## config.mk

```make
export PLATFORM = sky130hd
export DESIGN_NAME = pipe_add
export DESIGN_NICKNAME = d
export VERILOG_FILES = /design/src/rtl/pipe_add_pkg.sv /design/src/rtl/add_slice.sv /design/src/rtl/pipe_add.sv
export VERILOG_INCLUDE_DIRS = /design/src /design/src/rtl
export SDC_FILE = /design/constraint.sdc
export NUM_CORES = 1
export LEC_CHECK = 0
export BUFFER_PORTS_ARGS = -buffer_cell sky130_fd_sc_hd__buf_2
export CAP_MARGIN = 15
export CORE_AREA = 2 2 173 175
export CTS_BUF_LIST = sky130_fd_sc_hd__clkbuf_8
export CTS_CLUSTER_DIAMETER = 200
export DETAILED_ROUTE_END_ITERATION = 8
export DIE_AREA = 0 0 175 177
export GPL_TIMING_DRIVEN = 0
export RECOVER_POWER = 50
export SYNTH_ARGS = -nofsm -noshare
export SYNTH_HDL_FRONTEND = slang
export SYNTH_HIERARCHICAL = 1
export SYNTH_SLANG_ARGS = --single-unit
export TNS_END_PERCENT = 5
```

## constraint.sdc

```tcl
create_clock -name clk -period 5.7 [get_ports clk]
set_input_delay 0.855 -clock clk [delete_from_list [all_inputs] [get_ports clk]]
set_output_delay 0.855 -clock clk [all_outputs]
set_load 0.01 [all_outputs]
```

## src/rtl/pipe_add_defs.v

```verilog
// Shared build-time defaults for the pipelined adder: operand width, slice
// width and the derived stage count.
`ifndef PIPE_ADD_DEFS_V
`define PIPE_ADD_DEFS_V

`define PIPE_ADD_WIDTH 32
`define PIPE_ADD_SLICE 8
`define PIPE_ADD_NSLICE(w, s) ((w) / (s))

`endif

```

## src/rtl/pipe_add_pkg.sv

```systemverilog
// Package for the pipelined adder: default geometry taken from the shared
// header, plus the stage-count helper used by the top.
`include "pipe_add_defs.v"

package pipe_add_pkg;

  localparam int DEF_WIDTH = `PIPE_ADD_WIDTH;
  localparam int DEF_SLICE = `PIPE_ADD_SLICE;

  function automatic int nslice(input int width, input int slice);
    return `PIPE_ADD_NSLICE(width, slice);
  endfunction

endpackage

```

## src/rtl/add_slice.sv

```systemverilog
// Stateless SLICE-bit ripple adder; also reports the carry into its MSB so the
// last stage can form the signed-overflow flag.
module add_slice #(
  parameter int SLICE = 8
) (
  input  logic [SLICE-1:0] a_i,
  input  logic [SLICE-1:0] b_i,
  input  logic             cin_i,
  output logic [SLICE-1:0] s_o,
  output logic             cout_o,
  output logic             cmsb_o
);

  logic [SLICE:0] full;

  assign full   = {1'b0, a_i} + {1'b0, b_i} + {{SLICE{1'b0}}, cin_i};
  assign s_o    = full[SLICE-1:0];
  assign cout_o = full[SLICE];
  // Sum bit = a ^ b ^ carry-in, so the carry into the MSB falls out by XOR.
  assign cmsb_o = a_i[SLICE-1] ^ b_i[SLICE-1] ^ full[SLICE-1];

endmodule

```

## src/rtl/pipe_add.sv

```systemverilog
// NSLICE-stage pipelined add/subtract: each stage adds one SLICE-bit slice with
// the carry registered by the stage before it.
//
// Handshake: a transfer happens on a rising edge where valid & ready are both
// high, on each side. The pipe stalls only when the last stage holds a result
// that downstream refuses (out_valid & ~out_ready); then every stage freezes
// and in_ready drops in the same cycle. Once valid is raised the producer
// keeps its payload steady until the transfer.
module pipe_add
  import pipe_add_pkg::*;
#(
  parameter int WIDTH = DEF_WIDTH,
  parameter int SLICE = DEF_SLICE
) (
  input  logic             clk,
  input  logic             rst_n,
  input  logic             in_valid,
  output logic             in_ready,
  input  logic [WIDTH-1:0] a,
  input  logic [WIDTH-1:0] b,
  input  logic             cin,
  input  logic             sub,
  output logic             out_valid,
  input  logic             out_ready,
  output logic [WIDTH-1:0] s,
  output logic             cout,
  output logic             ovf
);

  localparam int NSLICE = nslice(WIDTH, SLICE);

  // res_q holds the operand A with its low slices already replaced by sum bits.
  logic             valid_q [NSLICE];
  logic [WIDTH-1:0] res_q   [NSLICE];
  logic [WIDTH-1:0] b_q     [NSLICE];
  logic             carry_q [NSLICE];
  logic             ovf_q;

  logic             v_in    [NSLICE];
  logic [WIDTH-1:0] r_in    [NSLICE];
  logic [WIDTH-1:0] b_in    [NSLICE];
  logic             c_in    [NSLICE];
  logic [SLICE-1:0] slice_s [NSLICE];
  logic             carry_d [NSLICE];
  logic             cmsb_w  [NSLICE];
  logic [WIDTH-1:0] res_d   [NSLICE];

  logic stall;

  assign stall    = valid_q[NSLICE-1] & ~out_ready;
  assign in_ready = ~stall;

  for (genvar k = 0; k < NSLICE; k++) begin : g_stage
    localparam logic [WIDTH-1:0] MASK = WIDTH'({SLICE{1'b1}}) << (k * SLICE);

    if (k == 0) begin : g_src
      assign v_in[k] = in_valid;
      assign r_in[k] = a;
      assign b_in[k] = b ^ {WIDTH{sub}};
      assign c_in[k] = sub | cin;
    end else begin : g_src
      assign v_in[k] = valid_q[k-1];
      assign r_in[k] = res_q[k-1];
      assign b_in[k] = b_q[k-1];
      assign c_in[k] = carry_q[k-1];
    end

    add_slice #(.SLICE(SLICE)) u_slice (
      .a_i    (r_in[k][k*SLICE +: SLICE]),
      .b_i    (b_in[k][k*SLICE +: SLICE]),
      .cin_i  (c_in[k]),
      .s_o    (slice_s[k]),
      .cout_o (carry_d[k]),
      .cmsb_o (cmsb_w[k])
    );

    assign res_d[k] = (r_in[k] & ~MASK) | (WIDTH'(slice_s[k]) << (k * SLICE));
  end

  // Payload registers load only behind a valid bit, so bubbles never disturb
  // the last result presented on s/cout/ovf.
  always_ff @(posedge clk or negedge rst_n) begin
    if (!rst_n) begin
      for (int k = 0; k < NSLICE; k++) begin
        valid_q[k] <= 1'b0;
        res_q[k]   <= '0;
        b_q[k]     <= '0;
        carry_q[k] <= 1'b0;
      end
      ovf_q <= 1'b0;
    end else if (!stall) begin
      for (int k = 0; k < NSLICE; k++) begin
        valid_q[k] <= v_in[k];
        if (v_in[k]) begin
          res_q[k]   <= res_d[k];
          b_q[k]     <= b_in[k];
          carry_q[k] <= carry_d[k];
        end
      end
      if (v_in[NSLICE-1]) begin
        ovf_q <= cmsb_w[NSLICE-1] ^ carry_d[NSLICE-1];
      end
    end
  end

  assign out_valid = valid_q[NSLICE-1];
  assign s         = res_q[NSLICE-1];
  assign cout      = carry_q[NSLICE-1];
  assign ovf       = ovf_q;

endmodule
```

* Word level (Yosys, flattened, before mapping) *
Cells that the tools add are included.

word-level totals
  flip-flop bits (word level) = 233
  output and inout port bits = 36

operators by class
  add/sub/neg operators = 8
  bitwise logic cells = 12
  reductions and logical operators = 4

operator list
  cell                          count
  adder 8 x 8 -> 9 bit          4
  adder 9 x 1 -> 9 bit          4
  bitwise OR 24 x 32 -> 32 bit  1
  bitwise OR 32 x 16 -> 32 bit  1
  bitwise OR 32 x 24 -> 32 bit  1
  bitwise OR 32 x 8 -> 32 bit   1
  bitwise XOR 32 bit            1
  AND reduction 2 bit           4
  bitwise XOR 1 bit             3
  NOT 1 bit                     2
  AND 1 bit                     1
  bitwise OR 1 bit              1

* Longest topological paths before layout *
Gate-level depths: netlist (run 1).

  depth in word-level cells = 4
  depth in mapped cells = 9

* By module *
The synthesis (run 1) kept the hierarchy.

modules (own cells, without submodules)
  module                              times used  cells each  area each (µm²)
  pipe_add                            1           464         7191.9
  add_slice (g_stage[2].u_slice ...)  2           43          364.1
  add_slice (g_stage[0].u_slice ...)  2           43          345.3

* Least setup slack after synthesis (run 1) *
No wires, ideal clock.

  path kind = input-to-reg
  from = input port sub
  to = register carry_q, in the netlist c_in[2]
  setup time = 0.125 ns
  arrival = 2.953 ns
  slack = 2.622 ns
  cell stages on the path = 9
  path buffers = 2
  cells stage by stage = buf_2 -> buf_2 -> or2_2 -> fa_1 -> fa_1 -> a21oi_1 -> o21a_1 -> o21ai_0 -> mux2_2

RTL lines
  item                             line            text
  from (decl)                      pipe_add.sv:22  input logic sub,
  to (signal, indexed assignment)  pipe_add.sv:97  carry_q[k] <= carry_d[k];
  to (decl)                        pipe_add.sv:36  logic carry_q [NSLICE];

==> out/qor.csv, run 1 <==
stage,metric,value,unit
job,max-cap violations,1,
logic_synthesis,yosys warns,6,
sta,fin crit share,54.5,%
grt,first-pass GRT wire length,30000,microns
floorplan,area of the core,0.0292,sq mm
sta,Slew @ Worst Pin,2.30,ns
grt,pin count of the biggest net entering global routing,96,
pwr,Leakage,4.32,nW
critical_path,WP depth,2,
sta,Hold Slack,0.415,ns
critical_path,CP endpoint kind,asynchronous set/reset pin,
clocking,root buffer selected by CTS,clkbuf_8,
pwr,PD cells,578,mW/mm^2
critical_path,"slowest stage delay, CP",1.71,ns
clocking,number of CTS-inserted buffers,17,
floorplan,# IOs,106,
critical_path,critical path class,in -> async,
clocking,Post-CTS Setup Bufs,0,
grt,number of global-route vias before repair,5357,
sta,Hold Fails Final Rpt,0,
drt,mean number of vias per cell,4.52,
clocking,H-tree depth,4,
clocking,CTS tree,yes,
final_layout,synthesis-to-layout area growth,16.9,%
sta,Max-slew headroom,-53.2,%
sta,setup_tns,0,ns
pwr,Clock Power Share,17.3,%
outcome,status,"finished, violations left",
logic_synthesis,"Avg Cell Area, Syn",13.6,sq um
placed_design,PortBufs,103,
sta,RSZ-0062 raised after global routing,no,
pwr,Comb power frac,44.0,%
placed_design,RePlAce Congestion,0.751,
clocking,later-pin clock latency in the skew report,0.46,ns
pwr,Switching Share,34.8,%
clocking,"Reg clk slew, reported paths",0.09,ns
floorplan,# rows,63,
clocking,clk buf depth,2,
critical_path,Crit Path Max Fanout,95,
final_layout,Fillers,2868,
sta,max-slew violation count,92,
clocking,Resized Gates After CTS,0,
sta,Final Critical Period,3.11,ns
pwr,Peak VDD IR,0.156,mV
sta,clock skew,0.0104,ns
sta,# setup viols final,0,
logic_synthesis,Syn Inst Count,630,
final_layout,final core occ,34.3,%
grt,initial antenna violation count,0,
placed_design,HPWL reported at the end of detailed placement,13200,microns
pwr,Sw Pwr,2.02,mW
drt,total wire length,18500,microns
grt,All-Layer GR Usage,12.6,%
critical_path,crit start category,primary input,
pwr,cell-internal power,3.78,mW
drt,total vias in the final route,5227,
sta,Max Freq,322,MHz
floorplan,Die Area,0.0310,sq mm
drt,post-DR wirelength/cell,16.0,microns
logic_synthesis,total nets after synthesis,736,
critical_path,reg-to-reg startpoint,r_in[24],
critical_path,WP data arrival,3.21,ns
drt,DR iter-0 viols,232,
critical_path,Worst Reg-to-Reg Cells,7,
final_layout,fin nets,859,
final_layout,ANT cells,0,
outcome,violated checks,"capacitance limit, slew limit",
floorplan,Horiz. Die Dim,175,microns
critical_path,reg2reg end,ovf,
floorplan,height of the die,177,microns
drt,antenna-violating nets left,0,
drt,drt first pass iters,4,
min_path,Hold Path Class,in -> async,
clocking,cts hold-fix bufs,0,
logic_synthesis,mapped cell area,0.00857,sq mm
critical_path,CP Data Required Time,5.80,ns
critical_path,slowest CP cell,clkbuf_2,
grt,Congestion Overflow GR,0,
critical_path,CP Cell Sequence,buf_8 > clkbuf_2,
drt,drt drc,0,
critical_path,cell family with most CP delay,buffers and inverters,
critical_path,WP buf/inv,2,
clocking,clock sinks,185,
pwr,sequential power share,38.7,%
final_layout,layout cell share with drive strength beyond 1,43.1,%
floorplan,Initial Util,29.3,%
critical_path,"reg-to-reg slack, setup",3.32,ns
state kept, by name, summed over array words and instances, names as in the netlist:
register,count
ovf,1
v_in,3
r_in,96
b_in,48
cout,1
out_valid,1
s,32
c_in,3
power by group through the flow:
stage	Clock (mW)	Combinational [mW]	Sequential [mW]
6_report	1.00	2.55	2.24
4_1_cts	1.04	2.61	2.26
2_1_floorplan	0	1.93	2.24
3_3_place_gp	0	2.52	2.27
5_1_grt	1.09	2.86	2.33
3_5_place_dp	0	2.60	2.28
how the worst max path moves through the flow:
stage           from        to  slack, ns
2_1_floorplan    sub   c_in[2]       2.62
3_3_place_gp   rst_n  r_in[47]       0.62
3_5_place_dp     sub   c_in[2]       2.14
4_1_cts          sub   c_in[2]       2.65
5_1_grt        rst_n  r_in[11]       1.99
6_report       rst_n  r_in[11]       2.59
worst register-to-register path, delay by kind of cell (launching register included):
kind            cells  cell delay (ns)
flops               1             0.41
xor+xnor            1             0.17
fa+ha+maj           2             0.89
mux                 1             0.26
compound gates      3             0.56
per-stage QoR:
| stage | setup slack (ns) | area [sq um] | total power [mW] | instances |
|---|---|---|---|---|
| floorplan | 2.62 | 8570 | 4.18 | 630 |
| detailed placement | 2.14 | 9610 | 4.88 | 1124 |
| global placement | 0.624 | 9570 | 4.79 | 1123 |
| finish | 2.59 | 10000 | 5.80 | 1156 |
| global route | 1.99 | 10000 | 6.28 | 1156 |
| CTS | 2.65 | 10100 | 5.91 | 1156 |
layout by cell type, fill, tap and decap left out, drive strengths merged, types with 5 or more instances in the layout:
cell,instances
inv,23
a311o,12
xnor2,32
buf,122
dfrtp,185
mux2,158
fa,8
nand2,16
a21o,5
xor2,17
a21oi,72
o21ai,6
nand3,8
clkbuf,30
ha,28
layout make-up:
cell class              instances  area (sq um)  share of cell area [%]
flip-flops and latches        185          4630                    46.2
multi-input cells             398          3690                    36.8
repair buffers                104           531                    5.29
well taps                     390           488                    4.87
clock buffers                  19           262                    2.61
clock inverters                13           190                    1.90
plain buffers                  29           165                    1.65
inverters                      18          67.6                   0.674
routing by layer:
| layer | vias up | global-route usage, % | share of wire [%] |
|---|---|---|---|
| met3 | 17 | 2.66 | 3.7 |
| met1 | 2614 | 17.2 | 48 |
| met2 | 94 | 19.8 | 47 |
| met4 | 0 | 4.38 | 1.7 |
| met5 | - | 0 | 0 |
| li1 | 2502 | - | - |
Power figures use the tool's default switching activity.
==> inputs of run 2 (changes only) <==
--- a/config.mk
+++ b/config.mk
@@ -6,13 +6,14 @@
 export SDC_FILE = /design/constraint.sdc
 export NUM_CORES = 1
 export LEC_CHECK = 0
+export ABC_AREA = 1
 export BUFFER_PORTS_ARGS = -buffer_cell sky130_fd_sc_hd__buf_2
 export CAP_MARGIN = 15
-export CORE_AREA = 2 2 173 175
+export CORE_AREA = 2 2 178 180
 export CTS_BUF_LIST = sky130_fd_sc_hd__clkbuf_8
 export CTS_CLUSTER_DIAMETER = 200
 export DETAILED_ROUTE_END_ITERATION = 8
-export DIE_AREA = 0 0 175 177
+export DIE_AREA = 0 0 180 182
 export GPL_TIMING_DRIVEN = 0
 export RECOVER_POWER = 50
 export SYNTH_ARGS = -nofsm -noshare
==> constraint.sdc (replaced) <==
create_clock -name clk -period 2.6 [get_ports clk]
set_input_delay 0.39 -clock clk [delete_from_list [all_inputs] [get_ports clk]]
set_output_delay 0.39 -clock clk [all_outputs]
set_load 0.01 [all_outputs]
==> out/qor.csv, run 2 <==
stage,metric,value,unit,change
critical_path,crit start category,flip-flop,,was primary input
critical_path,CP Cell Sequence,nand2_2 > clkbuf_1 > buf_2,,was buf_8 > clkbuf_2
final_layout,layout cell share with drive strength beyond 1,11.9,%,was 43.1%
placed_design,HPWL reported at the end of detailed placement,17300,microns,was 13200 microns
sta,max-slew violation count,0,,was 92
sta,fin crit share,89.3,%,
pwr,Sw Pwr,4.59,mW,was 2.02 mW
pwr,sequential power share,41.8,%,was 38.7%
grt,first-pass GRT wire length,36700,microns,was 30000 microns
logic_synthesis,"Top FF cell, synth",dfrtp_1,,
logic_synthesis,synth unique cells,23,,
placed_design,RePlAce Congestion,0.822,,was 0.751
outcome,status,finished clean,,"was finished, violations left"
min_path,Hold Path Class,in -> reg,,was in -> async
drt,mean number of vias per cell,4.32,,was 4.52
logic_synthesis,most numerous cell in the Yosys netlist,nand2_1,,
final_layout,"most common cell after layout, fill and taps aside",nand2_1,,was dfrtp_1
logic_synthesis,mapped cell area,0.00914,sq mm,was 0.00857 sq mm
clocking,root buffer selected by CTS,clkbuf_8,,unchanged
final_layout,fin nets,1383,,was 859
drt,DR iter-0 viols,502,,was 232
drt,drt first pass iters,4,,unchanged
pwr,Leakage,5.93,nW,was 4.32 nW
floorplan,Initial Util,29.5,%,was 29.3%
critical_path,CP Data Required Time,2.21,ns,was 5.80 ns
sta,Max-slew headroom,33.6,%,was -53.2%
sta,Final Critical Period,2.32,ns,
placed_design,Placed Instances,1659,,was 1124
critical_path,WP buf/inv,2,,unchanged
critical_path,Worst Reg-to-Reg Cells,12,,was 7
grt,pin count of the biggest net entering global routing,111,,was 96
critical_path,WP depth,3,,was 2
sta,setup_tns,0,ns,unchanged
sta,Hold Fails Final Rpt,0,,unchanged
final_layout,ANT cells,0,,unchanged
final_layout,Fillers,3282,,was 2868
floorplan,Die Area,0.0328,sq mm,was 0.0310 sq mm
floorplan,area of the core,0.0310,sq mm,was 0.0292 sq mm
job,max-cap violations,0,,was 1
grt,Congestion Overflow GR,0,,unchanged
logic_synthesis,total nets after synthesis,1259,,was 736
clocking,clock sinks,185,,unchanged
drt,drt drc,0,,unchanged
floorplan,Horiz. Die Dim,180,microns,was 175 microns
min_path,WHS Endpoint,r_in[81],,
critical_path,slowest CP cell,dfrtp_1,,was clkbuf_2
critical_path,reg-to-reg startpoint,r_in[24],,unchanged
logic_synthesis,largest area contributor in the synthesized netlist,dfrtp_1,,
final_layout,Finished Layout Cells,1692,,was 1156
logic_synthesis,Synth area leaders,"dfrtp_1 (51%), nand2_1 (23%), nand3_1 (9.4%)",,
clocking,Post-CTS Setup Bufs,0,,unchanged
clocking,H-tree depth,4,,unchanged
critical_path,critical path class,reg -> out,,was in -> async
final_layout,final core occ,34.1,%,was 34.3%
sta,RSZ-0062 raised after global routing,no,,unchanged
grt,All-Layer GR Usage,13.9,%,was 12.6%
logic_synthesis,Yosys top cell area share,50.7,%,
drt,total vias in the final route,7312,,was 5227
min_path,hold_sp,a[17],,
critical_path,reg2reg end,ovf,,unchanged
pwr,Peak VDD IR,0.378,mV,was 0.156 mV
sta,Max Freq,431,MHz,
clocking,"Reg clk slew, reported paths",0.09,ns,about the same
floorplan,# IOs,106,,unchanged
critical_path,"slowest stage delay, CP",0.49,ns,was 1.71 ns
sta,# setup viols final,0,,unchanged
pwr,Switching Share,40.5,%,was 34.8%
floorplan,height of the die,182,microns,was 177 microns
critical_path,CP endpoint kind,output pin,,was asynchronous set/reset pin
final_layout,most frequent cells in the layout,"nand2_1 (563), dfrtp_1 (185), nand3_1 (172)",,"was dfrtp_1 (185), mux2_2 (154), buf_2 (114)"
min_path,hold depth,3,,
logic_synthesis,yosys warns,6,,unchanged
logic_synthesis,"Async S/R FF share, synth",100,%,
grt,initial antenna violation count,0,,unchanged
drt,post-DR wirelength/cell,13.0,microns,was 16.0 microns
drt,antenna-violating nets left,0,,unchanged
grt,number of global-route vias before repair,7193,,was 5357
sta,Slew @ Worst Pin,0.996,ns,was 2.30 ns
pwr,Comb power frac,39.6,%,was 44.0%
floorplan,# rows,65,,was 63
clocking,Resized Gates After CTS,0,,unchanged
drt,total wire length,22000,microns,was 18500 microns
sta,clock skew,0.0114,ns,was 0.0104 ns
clocking,number of CTS-inserted buffers,17,,unchanged
logic_synthesis,Post-synth top cells,"nand2_1 (563), dfrtp_1 (185), nand3_1 (172)",,
critical_path,Crit Path Max Fanout,10,,was 95
placed_design,PortBufs,103,,unchanged
clocking,later-pin clock latency in the skew report,0.47,ns,was 0.46 ns
pwr,Clock Power Share,18.6,%,was 17.3%
logic_synthesis,"Avg Cell Area, Syn",7.93,sq um,was 13.6 sq um
logic_synthesis,sequential area share after synthesis,50.7,%,
final_layout,number of flip-flops in the largest register,96,,unchanged
logic_synthesis,Synth Register Bits,185,,
clocking,clk buf depth,2,,unchanged
critical_path,"reg-to-reg slack, setup",0.49,ns,was 3.32 ns
pwr,PD cells,1070,mW/mm^2,was 578 mW/mm^2
critical_path,cell family with most CP delay,buffers and inverters,,unchanged
logic_synthesis,Post-synth EDFFs,0,,
pwr,cell-internal power,6.75,mW,was 3.78 mW
clocking,CTS tree,yes,,unchanged
critical_path,WP data arrival,1.93,ns,was 3.21 ns
logic_synthesis,Syn Inst Count,1153,,was 630
final_layout,synthesis-to-layout area growth,15.7,%,was 16.9%
run 2: logic make-up after synthesis:
logic type	after synthesis	synth area share, %
xor gates and xnor gates	20	1.92
adders and majority gates	36	5.59
AOI/OAI and AO/OA	15	1.03
DFF	185	50.7
and+or+nand+nor	769	35.0
buffers and inverters	128	5.86
run 2: what timing repair did:
action | CTS | global route
endpoints found under the hold margin | 75 | 0
setup endpoints to repair | 0 | 0
hold buffers | 1 | 0
run 2: worst reg2reg max path, delay by kind of cell (launching register included):
| kind | cells | cell delay (ns) |
|---|---|---|
| adders and majority gates | 2 | 0.91 |
| DFF | 1 | 0.42 |
| and+or+nand+nor | 10 | 0.68 |
run 2: final cells by class:
class                      instances  area (sq um)  area share [%]
tap                              402           503            4.76
inverter                          66           248            2.34
clock inverter                    14           194            1.83
timing repair buffer             105           504            4.77
clock buffer                      18           248            2.34
multi-input combinational        840          3970            37.6
sequential                       185          4630            43.8
buffer                            62           278            2.63
run 2: through the flow:
stage | area [sq um] | worst slack, ns | power, mW | hold slack, ns
3_5_place_dp | 10200 | -0.192 | 9.41 | 0.408
2_1_floorplan | 9140 | 0.164 | 7.92 | 0.0944
5_1_grt | 10600 | 0.128 | 12.4 | 0.136
6_report | 10600 | 0.279 | 11.3 | 0.150
3_3_place_gp | 10200 | -1.89 | 9.27 | 0.453
4_1_cts | 10600 | 0.272 | 11.5 | 0.123
run 2: power by group through the flow:
| stage | Sequential [mW] | Combinational [mW] | Clock, mW |
|---|---|---|---|
| floorplan | 4.68 | 3.24 | 0 |
| finish | 4.74 | 4.49 | 2.10 |
| detailed placement | 4.79 | 4.62 | 0 |
| global placement | 4.77 | 4.51 | 0 |
| global route | 4.90 | 5.21 | 2.27 |
| CTS | 4.74 | 4.64 | 2.17 |
run 2: how the worst max path moves through the flow:
stage / start / end
4_1_cts: out_valid / in_ready
6_report: out_valid / in_ready
3_3_place_gp: rst_n / r_in[78]
3_5_place_dp: sub / c_in[2]
5_1_grt: sub / c_in[2]
2_1_floorplan: sub / c_in[2]
run 2: layer usage:
| metal | share of wire (%) | track usage [%] | up-vias |
|---|---|---|---|
| met2 | 48 | 23.6 | 97 |
| met5 | 0 | 0 | - |
| met3 | 2.9 | 2.85 | 24 |
| li1 | - | - | 3863 |
| met1 | 47 | 17.8 | 3328 |
| met4 | 1.6 | 4.20 | 0 |
==> inputs of run 3 (changes only) <==
--- a/config.mk
+++ b/config.mk
@@ -14,7 +14,6 @@
 export CTS_CLUSTER_DIAMETER = 200
 export DETAILED_ROUTE_END_ITERATION = 8
 export DIE_AREA = 0 0 180 182
-export GPL_TIMING_DRIVEN = 0
 export RECOVER_POWER = 50
 export SYNTH_ARGS = -nofsm -noshare
 export SYNTH_HDL_FRONTEND = slang
==> out/qor.csv, run 3 (same netlist as run 2, synthesis figures left out) <==
stage,metric,value,unit,change
outcome,status,"finished, violations left",,was finished clean
outcome,violated checks,"capacitance limit, slew limit",,
drt,mean number of vias per cell,4.32,,about the same
floorplan,# IOs,106,,unchanged
min_path,Hold Path Class,in -> reg,,unchanged
sta,Max Freq,479,MHz,was 431 MHz
clocking,number of CTS-inserted buffers,17,,unchanged
clocking,Post-CTS Setup Bufs,0,,unchanged
critical_path,cell family with most CP delay,adder cells,,was buffers and inverters
pwr,total chip power,11.0,mW,was 11.3 mW
final_layout,layout cell share with drive strength beyond 1,12.7,%,was 11.9%
final_layout,final core occ,33.8,%,was 34.1%
clocking,cts hold-fix bufs,1,,unchanged
clocking,root buffer selected by CTS,clkbuf_8,,unchanged
drt,DR iter-0 viols,371,,was 502
clocking,clk buf depth,2,,unchanged
critical_path,WP data arrival,2.43,ns,was 1.93 ns
floorplan,Initial Util,29.5,%,unchanged
grt,pin count of the biggest net entering global routing,82,,was 111
sta,Hold Fails Final Rpt,0,,unchanged
critical_path,critical path class,reg -> reg,,was reg -> out
sta,Slew @ Worst Pin,1.60,ns,was 0.996 ns
sta,setup_tns,0,ns,unchanged
critical_path,Crit Path Max Fanout,3,,was 10
final_layout,synthesis-to-layout area growth,14.6,%,was 15.7%
sta,# setup viols final,0,,unchanged
grt,initial antenna violation count,2,,was 0
clocking,H-tree depth,4,,unchanged
drt,drt drc,0,,unchanged
placed_design,Placed Instances,1615,,was 1659
placed_design,RePlAce Congestion,0.805,,was 0.822
critical_path,CP Cell Sequence,fa_1 > fa_1 > nand2_1 > nand2_1 > nand3b_1 > nand2_1 > nand2_1 > nand2_1 > nand2_1 > nand2_1 > nand2_1 > nand2_1,,was nand2_2 > clkbuf_1 > buf_2
floorplan,# rows,65,,unchanged
sta,RSZ-0062 raised after global routing,no,,unchanged
clocking,clock sinks,185,,unchanged
sta,max-slew violation count,60,,was 0
critical_path,CP Data Required Time,2.95,ns,was 2.21 ns
critical_path,"slowest stage delay, CP",0.47,ns,was 0.49 ns
final_layout,ANT cells,0,,unchanged
grt,first-pass GRT wire length,34800,microns,was 36700 microns
final_layout,"most common cell after layout, fill and taps aside",nand2_1,,unchanged
job,max-cap violations,1,,was 0
clocking,"Reg clk slew, reported paths",0.10,ns,was 0.09 ns
pwr,Switching Share,40.2,%,was 40.5%
pwr,PD cells,1050,mW/mm^2,was 1070 mW/mm^2
pwr,Leakage,5.94,nW,was 5.93 nW
critical_path,WP buf/inv,0,,was 2
grt,Congestion Overflow GR,0,,unchanged
critical_path,Crit path top cell by count,nand2_1,,
placed_design,placed cell area,0.0101,sq mm,was 0.0102 sq mm
critical_path,crit start category,flip-flop,,unchanged
drt,antenna-violating nets left,0,,unchanged
placed_design,HPWL reported at the end of detailed placement,14800,microns,was 17300 microns
pwr,cell-internal power,6.58,mW,was 6.75 mW
critical_path,CP endpoint kind,flip-flop,,was output pin
clocking,Resized Gates After CTS,0,,unchanged
drt,total wire length,20200,microns,was 22000 microns
sta,fin crit share,80.2,%,was 89.3%
grt,number of global-route vias before repair,6984,,was 7193
final_layout,final instance area,0.0105,sq mm,was 0.0106 sq mm
final_layout,most frequent cells in the layout,"nand2_1 (563), dfrtp_1 (185), nand3_1 (172)",,unchanged
pwr,Comb power frac,39.6,%,about the same
pwr,sequential power share,42.7,%,was 41.8%
clocking,later-pin clock latency in the skew report,0.46,ns,was 0.47 ns
grt,All-Layer GR Usage,12.9,%,was 13.9%
floorplan,height of the die,182,microns,unchanged
final_layout,Finished Layout Cells,1648,,was 1692
critical_path,slowest CP cell,fa_1,,was dfrtp_1
floorplan,Die Area,0.0328,sq mm,unchanged
drt,drt first pass iters,4,,unchanged
floorplan,area of the core,0.0310,sq mm,unchanged
sta,clock skew,0.0181,ns,was 0.0114 ns
pwr,Sw Pwr,4.42,mW,was 4.59 mW
floorplan,Horiz. Die Dim,180,microns,unchanged
pwr,Clock Power Share,17.7,%,was 18.6%
pwr,Peak VDD IR,0.420,mV,was 0.378 mV
final_layout,fin nets,1339,,was 1383
final_layout,number of flip-flops in the largest register,96,,unchanged
sta,Final Critical Period,2.09,ns,was 2.32 ns
drt,total vias in the final route,7126,,was 7312
drt,post-DR wirelength/cell,12.3,microns,was 13.0 microns
clocking,CTS tree,yes,,unchanged
placed_design,PortBufs,105,,was 103
sta,Max-slew headroom,-6.58,%,was 33.6%
-- run 3: cell count changes in the layout (fill, tap and decap cells not counted), sizes merged --
cell / delta
clkbuf: -33
buf: -10
bufinv: -2
inv: +1
-- run 3: per-layer routing --
metal	global-route usage [%]	share of wire, %
met3	3.25	3.6
met2	20.7	45
met5	0	0.10
met1	17.2	50
met4	3.71	1.3
-- run 3: power by group through the flow --
stage          logic, mW  clock network (mW)  registers [mW]
2_1_floorplan       3.24                   0            4.68
3_3_place_gp        4.37                   0            4.74
3_5_place_dp        4.47                   0            4.77
4_1_cts             4.49                2.02            4.71
5_1_grt             5.10                2.14            4.86
6_report            4.36                1.95            4.70
-- run 3: area by class of cell --
cell class	count	area (sq um)
multi-input cells	840	3980
clock buffers	19	262
repair buffers	123	706
clock inverters	13	143
well taps	402	503
fillers	3227	20500
inverters	66	248
flip-flops and latches	185	4630
-- run 3: stage by stage --
stage               hold slack, ns  setup slack [ns]
finish                       0.163             0.514
detailed placement           0.423             0.217
global route                 0.136             0.347
global placement             0.417             0.242
CTS                          0.132             0.461
floorplan                   0.0944             0.164
-- run 3: worst paths after layout --
path                       startpoint       end  slack, ns  cells past startpoint
min in group asynchronous       rst_n      s[1]       0.86                      2
max in group asynchronous       rst_n  r_in[29]       0.66                      3
setup reg to reg             r_in[24]       ovf       0.51                     12
setup / recovery             r_in[24]       ovf       0.51                     12
hold reg to reg                 s[14]     s[14]       0.48                      2
hold / removal                  a[23]  r_in[87]       0.16                      3
-- run 3: worst min-delay path: cells and delay by family --
family | cells | cell delay, ns
buf+inv | 1 | 0.08
simple gates | 2 | 0.12
